### src/rtl/seq_detect_param.sv
// Serial sequence detector with a runtime-loadable, maskable PAT_W-bit pattern.
// It supports overlapping and non-overlapping matches and has a saturating match counter.
module seq_detect_param #(
  parameter int PAT_W = 4,
  parameter int CNT_W = 8,
  parameter logic [PAT_W-1:0] PAT_RST  = PAT_W'(4'b0100),
  parameter logic [PAT_W-1:0] MASK_RST = '1
) (
  input  logic             clk,
  input  logic             reset_n,
  input  logic             a,
  input  logic             in_en,
  input  logic             overlap,
  input  logic             pat_load,
  input  logic [PAT_W-1:0] pat_in,
  input  logic [PAT_W-1:0] mask_in,
  input  logic             clr,
  output logic             valid,
  output logic [CNT_W-1:0] match_cnt,
  output logic             cnt_sat
);

  localparam int FILL_W = $clog2(PAT_W + 1);

  typedef enum logic {FILL, ARMED} state_t;

  state_t            state, state_nx;
  logic [PAT_W-1:0]  pat, pat_nx;
  logic [PAT_W-1:0]  mask, mask_nx;
  logic [PAT_W-1:0]  hist, hist_nx, hist_n;
  logic [FILL_W-1:0] fill, fill_nx, fill_inc;
  logic              vld_p0, vld_nx;
  logic [CNT_W-1:0]  cnt, cnt_nx;
  logic              sat, sat_nx;
  logic              accept, hit, match;

  function automatic logic [CNT_W-1:0] sat_inc(input logic [CNT_W-1:0] v);
    return (v == '1) ? v : v + CNT_W'(1);
  endfunction

  always_ff @(posedge clk or negedge reset_n) begin
    if (!reset_n) begin
      state  <= FILL;
      pat    <= PAT_RST;
      mask   <= MASK_RST;
      hist   <= '0;
      fill   <= '0;
      vld_p0 <= 1'b0;
      cnt    <= '0;
      sat    <= 1'b0;
    end else begin
      state  <= state_nx;
      pat    <= pat_nx;
      mask   <= mask_nx;
      hist   <= hist_nx;
      fill   <= fill_nx;
      vld_p0 <= vld_nx;
      cnt    <= cnt_nx;
      sat    <= sat_nx;
    end
  end

  always_comb begin
    hist_n   = {hist[PAT_W-2:0], a};
    fill_inc = fill + FILL_W'(1);
    accept   = in_en && !pat_load;
    hit      = ((hist_n ^ pat) & mask) == '0;
    // The bit that completes the fill is compared like any armed bit.
    match    = accept && hit && ((state == ARMED) || (fill_inc == FILL_W'(PAT_W)));

    state_nx = state;
    pat_nx   = pat;
    mask_nx  = mask;
    hist_nx  = hist;
    fill_nx  = fill;
    vld_nx   = 1'b0;

    if (pat_load) begin
      pat_nx   = pat_in;
      mask_nx  = mask_in;
      hist_nx  = '0;
      fill_nx  = '0;
      state_nx = FILL;
    end else if (in_en) begin
      hist_nx = hist_n;
      if (state == FILL) begin
        fill_nx = fill_inc;
        if (fill_inc == FILL_W'(PAT_W)) state_nx = ARMED;
      end
      if (match) begin
        vld_nx = 1'b1;
        if (!overlap) begin
          hist_nx  = '0;
          fill_nx  = '0;
          state_nx = FILL;
        end
      end
    end

    // A clear and a match on the same edge leave the counter at one.
    cnt_nx = clr ? '0 : cnt;
    sat_nx = clr ? 1'b0 : sat;
    if (match) begin
      cnt_nx = sat_inc(cnt_nx);
      if (cnt_nx == '1) sat_nx = 1'b1;
    end
  end

  assign valid     = vld_p0;
  assign match_cnt = cnt;
  assign cnt_sat   = sat;

endmodule

### config.mk
export PLATFORM = sky130hd
export DESIGN_NAME = seq_detect_param
export DESIGN_NICKNAME = d
export VERILOG_FILES = /design/src/rtl/seq_detect_param.sv
export SDC_FILE = /design/constraint.sdc
export NUM_CORES = 1
export LEC_CHECK = 0
export BUFFER_PORTS_ARGS = -buffer_cell sky130_fd_sc_hd__clkbuf_2
export CAP_MARGIN = 20
export CORE_MARGIN = 5
export CORE_UTILIZATION = 45
export CTS_BUF_LIST = sky130_fd_sc_hd__clkbuf_8
export DETAILED_ROUTE_END_ITERATION = 10
export PLACE_DENSITY_LB_ADDON = 0.08
export SLEW_MARGIN = 20
export SYNTH_ARGS = -nofsm -noshare
export SYNTH_HDL_FRONTEND = slang
export SYNTH_SLANG_ARGS = --single-unit
### constraint.sdc
create_clock -name clk -period 1.8 [get_ports clk]
set_input_delay 0.09 -clock clk [delete_from_list [all_inputs] [get_ports clk]]
set_output_delay 0.09 -clock clk [all_outputs]
set_load 0.02 [all_outputs]
# After elaboration in Yosys (flattened, before gate mapping)
# Index checks and enable logic that the tools add are counted.
[totals]
register_bits = 25
in_bits = 15
output_inout_bits = 10
elab_cells = 46
[op_classes]
n_addsub = 2
eq_ne = 3
mux = 24
n_bitwise = 2
reduce_logical = 7
[op_table]
columns = ["cell", "n"]
rows = [
  ["2-to-1 mux 3 bit", 9],
  ["2-to-1 mux 8 bit", 3],
  ["equality test 8 bit, second input constant", 2],
  ["2-to-1 mux 1 bit", 12],
  ["adder 8 x 1 -> 8 bit, second input constant", 1],
  ["bitwise AND 4 bit", 1],
  ["zero test 4 bit", 1],
  ["XOR 4 bit", 1],
  ["adder 3 x 1 -> 3 bit, second input constant", 1],
  ["equality test 3 bit, second input constant", 1],
  ["logical AND 1 bit", 3],
  ["nonzero test 2 bit", 1],
  ["zero test 1 bit", 1],
  ["logical OR 1 bit", 1],
]

# Logic depth before layout (Yosys ltp)
[logic_depth]
depth_word = 8
ltp_mapped = 7
ltp_nobuf = 7

# Least setup slack after synthesis
# Ideal clock, no wire load.
[synth_path]
path_type = "register to register"
from = "reg fill[0]"
to = "reg cnt[2], in the netlist match_cnt[2]"
setup_ps = 127
arrival_ps = 1586
required_time_ps = 1673
setup_slack_ps = 86
path_stages_with_launch = 7
n_path_buf = 0
synth_period_minus_slack_ps = 1714
cell_sequence = "dfrtp_1 > ha_1 > ha_1 > nor2_1 > a211oi_4 > and3_4 > mux2_1"
[synth_via]
elab_chain_cells = 5
[synth_lines]
columns = ["item", "line_no", "text"]
rows = [
  ["start: declaration", "31", "logic [FILL_W-1:0] fill, fill_nx, fill_inc;"],
  ["start signal: assignment", "56", "fill <= fill_nx;"],
  ["adder 3 x 1 -> 3 bit", "65", "fill_inc = fill + FILL_W'(1);"],
  ["equality test 3 bit", "69", "match = accept && hit && ((state == ARMED) || (fill_inc == FILL_W'(PAT_W)));"],
  ["logical OR 1 bit", "69", ""],
  ["logical AND 1 bit", "69", ""],
  ["2-to-1 mux 8 bit", "103", "if (match) begin"],
  ["net cnt_nx[2]", "33", "logic [CNT_W-1:0] cnt, cnt_nx;"],
  ["end signal: assignment", "58", "cnt <= cnt_nx;"],
  ["end: declaration", "33", ""],
]
# The timed path passes the listed nets, and every way through them passes these cells.
# A chain may end at the register's enable or synchronous reset.

# Worst setup path in the final report
[layout_path]
from = "reg pat[2]"
to = "reg cnt[2], in the netlist match_cnt[2]"
[layout_via]
elab_chain_cells = 6
[layout_lines]
columns = ["item", "line_no", "text"]
rows = [
  ["start: declaration", "28", "logic [PAT_W-1:0] pat, pat_nx;"],
  ["start signal: assignment", "53", "pat <= pat_nx;"],
  ["XOR 4 bit", "67", "hit = ((hist_n ^ pat) & mask) == '0;"],
  ["bitwise AND 4 bit", "67", ""],
  ["zero test 4 bit", "67", ""],
  ["logical AND 1 bit (2 in a row)", "69", ""],
  ["2-to-1 mux 8 bit", "103", ""],
  ["net cnt_nx[2]", "33", ""],
]
# The timed path passes the listed nets, and every way through them passes these cells.

==> reports/qor.yml <==
status:
  status: "completed"
sta:
  tightestPinTransition_ns: 0.603
  fmax_ghz: 0.576
  setup_viol: 0
  relSlewSlack_pct: 59.8
  fin_crit_sh_pct: 96.4
  hold_viol: 0
  fin_ws_ns: 0.0642
  finClkSkew_ns: 0.00235
  drv_slew: 0
  layout_min_cycle_time_ns: 1.74
clock_tree:
  ctsLongestPathBuffers: 2
  cts_sinks: 25
  clk_pin_slew_ns: 0.09
  cts_tree: "built"
  htreeDepth: 1
  clock_latency_ns: 0.26
  cts_root_buf: "clkbuf_8"
  cts_made_buffers: 3
placement:
  dpl.hpwl_um: 1890
  gp_congestion: 0.852
  port_buffers: 24
  dpl_worst_slack_ns: 0.0531
global_routing:
  grt_max_degree: 26
  grt_pass1_vias: 970
  overflow: 0
  track_usage_pct: 13.7
  grt_first_pass_wirelength_um: 4530
  grt_antenna_before_repair: 0
critical_path:
  crit_start: "pat[2]"
  worstReg2RegEnd: "match_cnt[2]"
  rrSetupSlack_ns: 0.06
  path_class: "flop to flop"
  crit_path_end_kind: "flop"
  critPathRequiredTime_ns: 1.95
  r2r_cells: 5
  crit_fanout: 3
  critPathArrivalTime_ns: 1.89
  r2r-start: "pat[2]"
  start_kind: "flop"
  endpoint: "match_cnt[2]"
synth:
  syn_avg_cell_area_um2: 11.1
  synthTopCellsByCount: "dfrtp_1 (20), mux2_2 (8), nor2_1 (8)"
  yosysTopAreaCell: "dfrtp_1"
  synth_edf_count: 0
  ys_ff_latch: 25
  yosysWarnings: 0
  async_flop_share_pct: 100
  synth_most_common_cell: "dfrtp_1"
  synth_top_area_share_pct: 39.3
  yosys-top-cells-area: "dfrtp_1 (39%), dfstp_2 (10%), mux2_2 (7.1%)"
  synth_nets: 132
  syn_inst: 115
  ys.flop_type: "dfrtp_1"
  ys_seq_area_share_pct: 49.6
  synthDistinctLibCells: 37
  syn_area_um2: 1270
power_and_ir_drop:
  power_density_nw_per_um2: 707
  p_clk_share_pct: 29.9
  peakVddDrop_mv: 0.477
  comb_power_share_pct: 13.8
  p_seq_share_pct: 56.2
  switching_share_pct: 24.5
  p_leak_nw: 0.714
  p_int_mw: 0.827
  switching_power_mw: 0.268
routing:
  viasPerCell: 5.61
  wl_met2_um: 1210
  vias: 999
  drt_iter0_drc: 61
  routed_wl_um: 2550
  wl_per_cell_um: 14.3
  wl_met3_um: 147
  antenna_left: 0
  top_layer_used: "met4"
  m1WireLength_um: 1190
  firstDrtPassIters: 5
  drc: 0
floorplan:
  die_area_um2: 3990
  start_util_pct: 46.6
  core_area_um2: 2730
  die_height_um: 63.2
  die_w_um: 63.2
  pin_count: 25
  num_rows: 19
run:
  drv_cap: 0
cells_and_area:
  nets: 165
  antenna_cells: 0
  area_growth_pct: 21.7
  drive_gt1_share_pct: 36.1
  fin_util_pct: 56.7
hold_path:
  hp-class: "primary input to flop"
[per-layer routing]
| layer | track usage [%] | vias up |
|---|---|---|
| li1 | - | 490 |
| met1 | 19.6 | 479 |
| met2 | 20.9 | 28 |
| met3 | 2.84 | 2 |
| met4 | 3.90 | 0 |
| met5 | 0 | - |
[per-stage QoR]
stage	setup TNS [ns]	std cells	hold slack, ns	total power, mW	area (µm²)
after global placement	0	171	0.132	0.744	1450
after CTS	0	176	0.0459	1.08	1500
after detailed placement	0	171	0.127	0.748	1450
final	0	178	0.0490	1.10	1550
after global routing	-0.0318	178	0.0453	1.15	1550
after floorplan	0	115	-0.206	0.700	1270
[kinds of logic (layout without fill, tap and decap cells)]
family	Yosys count	count (layout)	share of synthesized area, %
AND/OR/NAND/NOR	37	37	16.0
AO/OA/AOI/OAI	27	27	16.7
flip-flops	25	25	49.6
multiplexers	12	12	10.3
buffers and inverters	8	40	2.65
XOR/XNOR	4	4	2.75
adder cells (fa/ha/maj)	2	2	1.96
[registers in the layout, indices dropped and copies added (netlist names)]
| name | cells |
|---|---|
| pat | 4 |
| hist | 3 |
| fill | 3 |
| cnt_sat | 1 |
| match_cnt | 8 |
| valid | 1 |
| mask | 4 |
| state | 1 |
[critical path: stages, from the launching register on]
cell      delay (ns)
dfstp_2         0.54
xor2_1          0.06
a222oi_1        0.34
buf_4           0.19
and3_4          0.17
mux2_1          0.31
[worst min path at each step]
stage / from / end / slack, ns / depth (start not counted)
after floorplan: reset_n / cnt_sat / -0.21 / 0
after global placement: reset_n / fill[1] / 0.13 / 1
after detailed placement: reset_n / fill[1] / 0.13 / 1
after CTS: pat_in[0] / pat[0] / 0.05 / 2
after global routing: pat_in[0] / pat[0] / 0.05 / 2
final: pat_in[0] / pat[0] / 0.05 / 2
[layout by cell type (no fill, tap or decap), types with 2 or more instances in the layout]
cell type / instances
clkbuf_2: 24
o21ai_0: 3
inv_1: 5
a31oi_1: 3
and2_1: 3
clkbuf_8: 3
ha_1: 2
nand2b_1: 5
nand4_1: 2
mux2i_1: 3
dfrtp_1: 20
a32o_1: 3
mux2_2: 8
o31ai_1: 3
dfstp_2: 5
nor2_1: 7
buf_4: 5
a21oi_1: 7
and3b_1: 2
nor3_1: 2
nor2b_1: 2
xor2_1: 4
a41oi_1: 2
nand2_1: 7
[area by class of cell]
cell class | count | area (µm²)
tap | 31 | 38.8
clock inverter | 1 | 3.75
clock buffer | 3 | 41.3
timing repair buffer | 31 | 188
multi-input combinational | 82 | 628
inverter | 5 | 18.8
fill | 232 | 1180
sequential | 25 | 632
[what timing repair did]
| item | CTS | global route |
|---|---|---|
| endpoints found under the setup margin | 0 | 10 |
| gates resized for setup | 0 | 3 |
| hold buffers | 1 | 0 |
| setup buffers | 0 | 2 |
| endpoints found under the hold margin | 20 | 0 |
[power by group through the flow]
stage	logic (mW)	clock network [mW]	registers, mW
5_1_grt	0.168	0.364	0.620
2_1_floorplan	0.0787	0	0.622
3_5_place_dp	0.122	0	0.626
4_1_cts	0.124	0.341	0.616
6_report	0.152	0.328	0.616
3_3_place_gp	0.119	0	0.625
Note: power is estimated with default switching activity, not from simulation.
